### config.mk
export PLATFORM = sky130hd
export DESIGN_NAME = max_pool_stream
export DESIGN_NICKNAME = d
export VERILOG_FILES = /design/src/rtl/pool_pkg.sv /design/src/rtl/max_pool_stream_floating_comparator.sv /design/src/rtl/max_pool_stream.sv
export SDC_FILE = /design/constraint.sdc
export NUM_CORES = 1
export LEC_CHECK = 0
export CAP_MARGIN = 20
export CORE_MARGIN = 2
export CORE_UTILIZATION = 55
export DETAILED_ROUTE_END_ITERATION = 10
export PLACE_DENSITY = 0.84
export SYNTH_ARGS = -nofsm -noshare
export SYNTH_HDL_FRONTEND = slang
export SYNTH_SLANG_ARGS = --single-unit
### constraint.sdc
create_clock -name clk -period 17.4 [get_ports clk]
set_clock_uncertainty 0.05 [all_clocks]
set_input_delay 5.22 -clock clk [delete_from_list [all_inputs] [get_ports clk]]
set_output_delay 5.22 -clock clk [all_outputs]
set_load 0.01 [all_outputs]
### src/rtl/pool_pkg.sv
`default_nettype none
// +----------------------------------------------------------------------------+
// | pool_pkg                                                                   |
// | Shared FSM state encodings and width helpers for the max-pool stream.      |
// | Revision: 1.0                                                              |
// +----------------------------------------------------------------------------+
package pool_pkg;

  typedef logic [1:0] state_t;

  localparam logic [1:0] ST_IDLE = 2'd0;
  localparam logic [1:0] ST_RUN  = 2'd1;
  localparam logic [1:0] ST_DONE = 2'd2;

  function automatic int clog2_min1(input int value);
    return (value <= 1) ? 1 : $clog2(value);
  endfunction

endpackage
`default_nettype wire

### src/rtl/max_pool_stream_floating_comparator.sv
`default_nettype none
// +----------------------------------------------------------------------------+
// | floating_comparator                                                        |
// | Combinational binary32 strict a > b; result is a when greater, else b.     |
// | Revision: 1.0                                                              |
// +----------------------------------------------------------------------------+
module floating_comparator #(
  parameter int DATA_WIDTH = 32
) (
  input  logic [DATA_WIDTH-1:0] a,
  input  logic [DATA_WIDTH-1:0] b,
  output logic                  gt,
  output logic [DATA_WIDTH-1:0] result
);

  localparam int EXP_W  = 8;
  localparam int MANT_W = DATA_WIDTH - 1 - EXP_W;

  logic                  w_a_nan;
  logic                  w_b_nan;
  logic                  w_both_zero;
  logic [DATA_WIDTH-2:0] w_a_mag;
  logic [DATA_WIDTH-2:0] w_b_mag;

  assign w_a_mag     = a[DATA_WIDTH-2:0];
  assign w_b_mag     = b[DATA_WIDTH-2:0];
  assign w_a_nan     = (&a[DATA_WIDTH-2:MANT_W]) && (|a[MANT_W-1:0]);
  assign w_b_nan     = (&b[DATA_WIDTH-2:MANT_W]) && (|b[MANT_W-1:0]);
  assign w_both_zero = (w_a_mag == '0) && (w_b_mag == '0);

  // Sign-magnitude ordering; +0/-0 compare equal and NaN is never greater.
  always_comb begin
    gt = 1'b0;
    if (!w_a_nan && !w_b_nan && !w_both_zero) begin
      case ({a[DATA_WIDTH-1], b[DATA_WIDTH-1]})
        2'b00:   gt = (w_a_mag > w_b_mag);
        2'b01:   gt = 1'b1;
        2'b10:   gt = 1'b0;
        default: gt = (w_a_mag < w_b_mag);
      endcase
    end
  end

  assign result = gt ? a : b;

endmodule
`default_nettype wire

### src/rtl/max_pool_stream.sv
`default_nettype none
// +----------------------------------------------------------------------------+
// | max_pool_stream                                                            |
// | Streaming non-overlapping 2-D max pooling over a raster binary32 stream.   |
// | Revision: 1.0                                                              |
// +----------------------------------------------------------------------------+
module max_pool_stream
  import pool_pkg::*;
#(
  parameter int DATA_WIDTH = 32,
  parameter int IMG_WIDTH  = 8,
  parameter int IMG_HEIGHT = 8,
  parameter int POOL_SIZE  = 2
) (
  input  logic                  clk,
  input  logic                  rst,
  input  logic                  start,
  input  logic [DATA_WIDTH-1:0] in_data,
  input  logic                  in_valid,
  output logic                  in_ready,
  output logic [DATA_WIDTH-1:0] out_data,
  output logic                  out_valid,
  input  logic                  out_ready,
  output logic                  out_last,
  output logic                  busy,
  output logic                  done
);

  localparam int SAFE_POOL = (POOL_SIZE < 1) ? 1 : POOL_SIZE;
  localparam int NUM_WIN   = (IMG_WIDTH / SAFE_POOL < 1) ? 1 : IMG_WIDTH / SAFE_POOL;
  localparam int COL_W     = clog2_min1(IMG_WIDTH);
  localparam int ROW_W     = clog2_min1(IMG_HEIGHT);
  localparam int WIN_W     = clog2_min1(NUM_WIN);

  generate
    if (POOL_SIZE < 1) begin : g_bad_pool
      $error("max_pool_stream: POOL_SIZE must be >= 1");
    end else if (((IMG_WIDTH % POOL_SIZE) != 0) || ((IMG_HEIGHT % POOL_SIZE) != 0)) begin : g_bad_dims
      $error("max_pool_stream: IMG_WIDTH and IMG_HEIGHT must be multiples of POOL_SIZE");
    end
  endgenerate

  state_t                r_state;
  logic [COL_W-1:0]      r_col;
  logic [ROW_W-1:0]      r_row;
  logic                  r_in_done;
  logic [DATA_WIDTH-1:0] r_buf [NUM_WIN];
  logic [DATA_WIDTH-1:0] r_out_data;
  logic                  r_out_valid;
  logic                  r_out_last;

  logic                  w_in_ready;
  logic                  w_accept;
  logic                  w_out_hs;
  logic [31:0]           w_col32;
  logic [31:0]           w_row32;
  logic [31:0]           w_cph;
  logic [31:0]           w_rph;
  logic [WIN_W-1:0]      w_win;
  logic                  w_first;
  logic                  w_last_px;
  logic                  w_col_end;
  logic                  w_row_end;
  logic [DATA_WIDTH-1:0] w_buf_sel;
  logic                  w_cmp_gt;
  logic [DATA_WIDTH-1:0] w_cmp_result;
  logic [DATA_WIDTH-1:0] w_win_max;

  // r_in_done blocks intake between the final pixel and the final output handshake.
  assign w_in_ready = (r_state == ST_RUN) && !r_in_done && (!r_out_valid || out_ready);
  assign w_accept   = in_valid && w_in_ready;
  assign w_out_hs   = r_out_valid && out_ready;

  assign w_col32   = 32'(r_col);
  assign w_row32   = 32'(r_row);
  assign w_cph     = w_col32 % SAFE_POOL;
  assign w_rph     = w_row32 % SAFE_POOL;
  assign w_win     = WIN_W'(w_col32 / SAFE_POOL);
  assign w_first   = (w_cph == 32'd0) && (w_rph == 32'd0);
  assign w_last_px = (w_cph == 32'(SAFE_POOL - 1)) && (w_rph == 32'(SAFE_POOL - 1));
  assign w_col_end = (r_col == COL_W'(IMG_WIDTH - 1));
  assign w_row_end = (r_row == ROW_W'(IMG_HEIGHT - 1));
  assign w_buf_sel = r_buf[w_win];

  floating_comparator #(
    .DATA_WIDTH (DATA_WIDTH)
  ) u_cmp (
    .a      (in_data),
    .b      (w_buf_sel),
    .gt     (w_cmp_gt),
    .result (w_cmp_result)
  );

  // A window's first pixel seeds the running max unconditionally (so a leading NaN sticks).
  assign w_win_max = (w_first || w_cmp_gt) ? in_data : w_cmp_result;

  always_ff @(posedge clk or posedge rst) begin
    if (rst) begin
      r_state     <= ST_IDLE;
      r_col       <= '0;
      r_row       <= '0;
      r_in_done   <= 1'b0;
      r_out_data  <= '0;
      r_out_valid <= 1'b0;
      r_out_last  <= 1'b0;
    end else begin
      case (r_state)
        ST_IDLE: begin
          if (start) begin
            r_state   <= ST_RUN;
            r_col     <= '0;
            r_row     <= '0;
            r_in_done <= 1'b0;
          end
        end
        ST_RUN: begin
          if (w_out_hs && r_out_last) begin
            r_state <= ST_DONE;
          end
        end
        ST_DONE: r_state <= ST_IDLE;
        default: r_state <= ST_IDLE;
      endcase

      if (w_accept) begin
        if (w_col_end) begin
          r_col <= '0;
          r_row <= w_row_end ? '0 : r_row + 1'b1;
          if (w_row_end) begin
            r_in_done <= 1'b1;
          end
        end else begin
          r_col <= r_col + 1'b1;
        end
      end

      if (w_accept && w_last_px) begin
        r_out_data  <= w_win_max;
        r_out_valid <= 1'b1;
        r_out_last  <= w_col_end && w_row_end;
      end else if (w_out_hs) begin
        r_out_data  <= '0;
        r_out_valid <= 1'b0;
        r_out_last  <= 1'b0;
      end
    end
  end

  always_ff @(posedge clk or posedge rst) begin
    if (rst) begin
      for (int i = 0; i < NUM_WIN; i++) begin
        r_buf[i] <= '0;
      end
    end else if (w_accept) begin
      r_buf[w_win] <= w_win_max;
    end
  end

  assign in_ready  = w_in_ready;
  assign out_data  = r_out_data;
  assign out_valid = r_out_valid;
  assign out_last  = r_out_last;
  assign busy      = (r_state == ST_RUN);
  assign done      = (r_state == ST_DONE);

endmodule
`default_nettype wire
# Word level (Yosys, flattened, before mapping)
# Cells that the tools add are included.
# W data, S select, Z words.
word_totals:
  reg_bits: 171
  output_inout_bits: 37
  word_cells: 95
  in_bits: 37
op_classes:
  magnitude_cmp: 4
  bitwise: 1
  addsub: 2
  n_eq_ne: 8
  n_mux: 32
  n_reduce_logical: 37
op_table:
  columns: ["op", "count"]
  rows:
  - ["$mux W32", 7]
  - ["$bwmux W128", 1]
  - ["$bmux W32 S2", 1]
  - ["$demux W32 S2", 1]
  - ["$logic_not A32 Y1", 2]
  - ["$logic_not A31 Y1", 2]
  - ["$reduce_or A23 Y1", 2]
  - ["$gt A31 B31 Y1", 1]
  - ["$lt A31 B31 Y1", 1]
  - ["$mux W3", 9]
  - ["$reduce_and A8 Y1", 2]
  - ["$logic_and A1 B1 Y1", 15]
  - ["$mux W1", 9]
  - ["$add A3 B1 Y3 const B", 2]
  - ["$eq A3 B3 Y1 const B", 2]
  - ["$reduce_bool A2 Y1", 3]
  - ["$logic_not A1 Y1", 5]
  - ["$eq A2 B1 Y1 const B", 2]
  - ["$eq A2 B2 Y1 const B", 2]
  - ["$logic_not A2 Y1", 2]
  - ["$mux W2", 2]
  - ["$pmux W2 S2", 1]
  - ["$reduce_and A2 Y1", 2]
  - ["$ge A3 B3 Y1 const B", 1]
  - ["6 further kinds", 7]

# Longest topological paths before layout
logic_depth:
  word_depth: 13
  ltp_mapped: 15
  ltp_nobuf: 11

# By module
# From an unflattened synthesis, not the netlist that was laid out.
hier_totals:
  cells_unflattened: 697
  area_unflattened_um2: 9512.9
modules_own_cells:
  columns: ["module", "seq_area_each_um2", "n_inst", "cells_each", "area_per_inst_um2"]
  rows:
  - ["max_pool_stream", 4279.1, 1, 516, 8075.2]
  - ["floating_comparator", 0.0, 1, 181, 1437.6]

# Worst setup path before layout
# OpenSTA, ideal clock, no wires.
synth_timing:
  kind: "input-to-output"
  start: "input port out_ready"
  end: "output port in_ready"
  slack_ns: 6.538
  cell_stages: 2
  arrival_ns: 5.592
  path_buffers: 0
  t_required_ns: 12.130
  cell_sequence: "nor2b_1 -> nor3_1"
synth_between:
  elab_chain_cells: 2
synth_lines:
  columns: ["element", "line_no", "source"]
  rows:
  - ["start, declared", "max_pool_stream.sv:23", "input logic out_ready,"]
  - ["$logic_or A1 B1 Y1", "max_pool_stream.sv:70", "assign w_in_ready = (r_state == ST_RUN) && !r_in_done && (!r_out_valid || out_ready);"]
  - ["$logic_and A1 B1 Y1", "max_pool_stream.sv:70", null]
  - ["end, declared", "max_pool_stream.sv:20", "output logic in_ready,"]
# Every way passes these cells.

# Worst setup path in the final report
# Same ends and word-level chain as after synthesis.

==> run_results.csv <==
group,metric,value,unit
clocking,clock-root-buffer,"clkbuf_16",
sta,report.final.slew_viol_count,0,
clocking,postCtsSetupBuffers,0,
yosys,avgSynthCellArea,10.1,µm²
cells_and_area,n_antenna_cell,0,
yosys,synthCells,869,
worst_setup_path,crit_top_cell,"clkdlybuf4s50_1",
global_routing,grt_usage,28.7,%
clocking,clk_transition_reported_paths,60,ps
clocking,clk_latency,440,ps
sta,slew_headroom,41.4,%
cells_and_area,seqCellArea,4280,µm²
global_routing,met2_usage,46.0,%
global_routing,grt_pass1_wl,36800,µm
placement,placed_cell_area,9630,µm²
clocking,cts.path.max_buffers,2,
sta,finalSetupTns,0,ps
route,wl_per_cell,19.8,µm
yosys,syn-num-nets,941,
yosys,synth.mux.area_fraction,9.22,%
route,drt-initial-drc-count,607,
yosys,synthXorXnorAreaFrac,0,%
worst_setup_path,crit_type,"in -> out",
route,ant_nets,0,
pwr,power_density,240,nW/µm²
route,drt-pass1-iter-count,5,
cells_and_area,multiInputGateArea,4110,µm²
placement,gp_congestion,0.799,
floorplan,rows,46,
worst_setup_path,crit_chain,"clkdlybuf4s50_1, nor2b_1, nor3_1, clkdlybuf4s50_1",
placement,port_buffers,73,
yosys,ys_types,42,
clocking,numClockSinks,171,
global_routing,antenna_found_initial,0,
global_routing,grt_max_degree,68,
yosys,synth_compound_area_share,17.2,%
cells_and_area,n_fill_cell,1222,
yosys,synth-adder-area-share,5.01,%
sta,hold_viol,0,
worst_setup_path,critPathArrivalTime,6630,ps
global_routing,grt_overflow,0,
yosys,yosysWarningCount,0,
cells_and_area,syn_to_final_growth,17.5,%
sta,finalCritPeriodShare,68.4,%
route,vias,7235,
floorplan,die_width,130,µm
worst_setup_path,cpMaxStageDelayCell,"clkdlybuf4s50_1",
sta,max_freq,0.0840,GHz
outcome,status,"complete, no violations",
cells_and_area,nets,988,
floorplan,start_util,55.6,%
sta,post-route-min-period,11900,ps
clocking,cts_tree,"built",
route,drc,0,
clocking,cts_resized,0,
cells_and_area,final_common_cell,"dfrtp_1",
yosys,synthSimpleGateAreaFrac,15.3,%
placement,hpwl,14200,µm
sta,grt_setup_unrepaired,"no",
sta,whs,431,ps
worst_setup_path,cp-start-kind,"input port",
pwr,p_total,2.46,mW
global_routing,use_met3,6.56,%
worst_setup_path,crit_family,"buffers and inverters",
floorplan,die_area,16900,µm²
clocking,cts.htree.levels,4,
route,vias_per_cell,6.32,
sta,tightest_slew,879,ps
clocking,cts_inserted_buffers,17,
global_routing,grt_pass1_vias,7136,
global_routing,grt_use_met1,38.5,%
job,cap_violations,0,
worst_setup_path,worstPathMaxFanout,3,
cells_and_area,drive_above_1_share,11.3,%
sta,setup_viol,0,
cells_and_area,mostFrequentLayoutCells,"170 x dfrtp_1, 137 x a21oi_1, 134 x nor2_1",
route,totalWireLength,22600,µm
yosys,ys_seq_area_share,49.0,%
pwr,ir_worst_vdd,0.000139,V
floorplan,fp.dieH,130,µm
global_routing,grt.busiest_layer,"met2",
floorplan,coreArea,15700,µm²
min_path,hold_class,"reg -> reg",
worst_setup_path,slowest_delay,590,ps
pwr,p_leak,4.29,nW
yosys,synth.cell_area,8740,µm²
worst_setup_path,crit_required,12130,ps
cells_and_area,finalInstanceArea,10300,µm²
yosys,synth-seq-cells,171,
yosys,synth_top_family_by_area,"compound AO/OA/AOI/OAI gates",
clocking,ctsHoldBuffers,0,
floorplan,num_io_pins,74,
worst_setup_path,end_kind,"output pin",
worst_setup_path,crit_buf_inv,2,
## synth_stat cells, drive strengths merged
cell | number | area (µm²)
nand3 | 41 | 205
o31ai | 5 | 51.3
ha | 35 | 438
mux4 | 32 | 721
a2bb2oi | 28 | 339
o2bb2a | 3 | 30.0
inv | 34 | 128
nor2 | 135 | 507
o311ai | 28 | 245
mux2i | 4 | 40.0
a32o | 2 | 20.0
nor3 | 8 | 45.0
nand2b | 3 | 18.8
a21boi | 2 | 15.0
a21oi | 138 | 691
o21ai | 9 | 45.0
dfrtp | 171 | 4280
a221oi | 2 | 17.5
and2 | 2 | 12.5
a211oi | 2 | 15.0
and4 | 1 | 8.76
nor2b | 3 | 18.8
clkbuf | 39 | 148
o22ai | 1 | 6.26
nand3b | 2 | 15.0
buf | 20 | 103
nor3b | 1 | 7.51
nand4 | 13 | 81.3
and3 | 3 | 18.8
a31oi | 1 | 6.26
nand2 | 77 | 289
a21o | 1 | 7.51
mux2 | 4 | 45.0
o21a | 2 | 15.0
or2 | 1 | 6.26
nor4 | 16 | 100
## stage by stage
| step | cells | util, % | worst slack, ps |
|---|---|---|---|
| after floorplan | 869 | - | 6540 |
| after global routing | 1145 | 65.3 | 5450 |
| after CTS | 1145 | 65.3 | 5500 |
| final | 1145 | 65.3 | 5500 |
| after detailed placement | 1113 | 61.3 | 5500 |
| after global placement | 1113 | 61.3 | 5530 |
## worst register-to-register path: stages (launching register included)
cell and delay [ps]:
dfrtp_2 340, buf_4 620, mux4_2 680, inv_1 80, ha_1 230, a21oi_1 150
o21ai_0 130, a221oi_1 500, a21boi_0 160, o21a_1 260, o31ai_4 730, buf_4 490
mux2i_1 490, a21oi_1 130
## path summary, 6_finish.rpt
check                                    startpoint  cells after the start                       end  slack [ps]
min reg2reg                out_data[13]$_DFFE_PP0P_                      2  out_data[13]$_DFFE_PP0P_         430
min in group asynchronous                       rst                      2     r_buf[52]$_DFFE_PP0P_        5140
max reg2reg                    r_col[1]$_DFFE_PP0P_                     13    r_buf[112]$_DFFE_PP0P_       12220
max                                       out_ready                      4                  in_ready        5500
min                        out_data[13]$_DFFE_PP0P_                      2  out_data[13]$_DFFE_PP0P_         430
max in group asynchronous                       rst                      4   out_data[8]$_DFFE_PP0P_       10320
## per-layer routing
| metal | share of wire, % | wire length [µm] |
|---|---|---|
| met3 | 9.0 | 2050 |
| met1 | 40 | 9130 |
| met2 | 48 | 10900 |
| met5 | 0 | 0 |
| met4 | 2.5 | 576 |
## final cells by class
class	count	share of cell area (%)
Clock buffer	26	5.16
Clock inverter	6	1.02
Inverter	34	1.29
Multi-Input combinational cell	605	40.0
Sequential cell	171	41.7
Tap cell	216	2.63
Timing Repair Buffer	87	8.14
## report_power, final
part	leakage (nW)	switching, mW	internal [mW]
combinational	1.98	0.793	0.567
clock	0.316	0.150	0.252
sequential	1.99	0.104	0.593
total	4.29	1.05	1.41
## sequential cells by signal, indices dropped and copies added (netlist names)
signal	count
r_in_done	1
r_state	2
r_row	3
out_last	1
out_valid	1
r_col	3
out_data	32
r_buf	128
## cell families (layout without fill, tap and decap cells)
group                      Yosys count  in the layout
buffers and inverters               93            153
muxes                               40             40
AOI/OAI and AO/OA                  224            224
DFF                                171            171
adders and majority gates           35             35
and+or+nand+nor                    306            306
No activity file was read; power rests on OpenSTA's default activity.
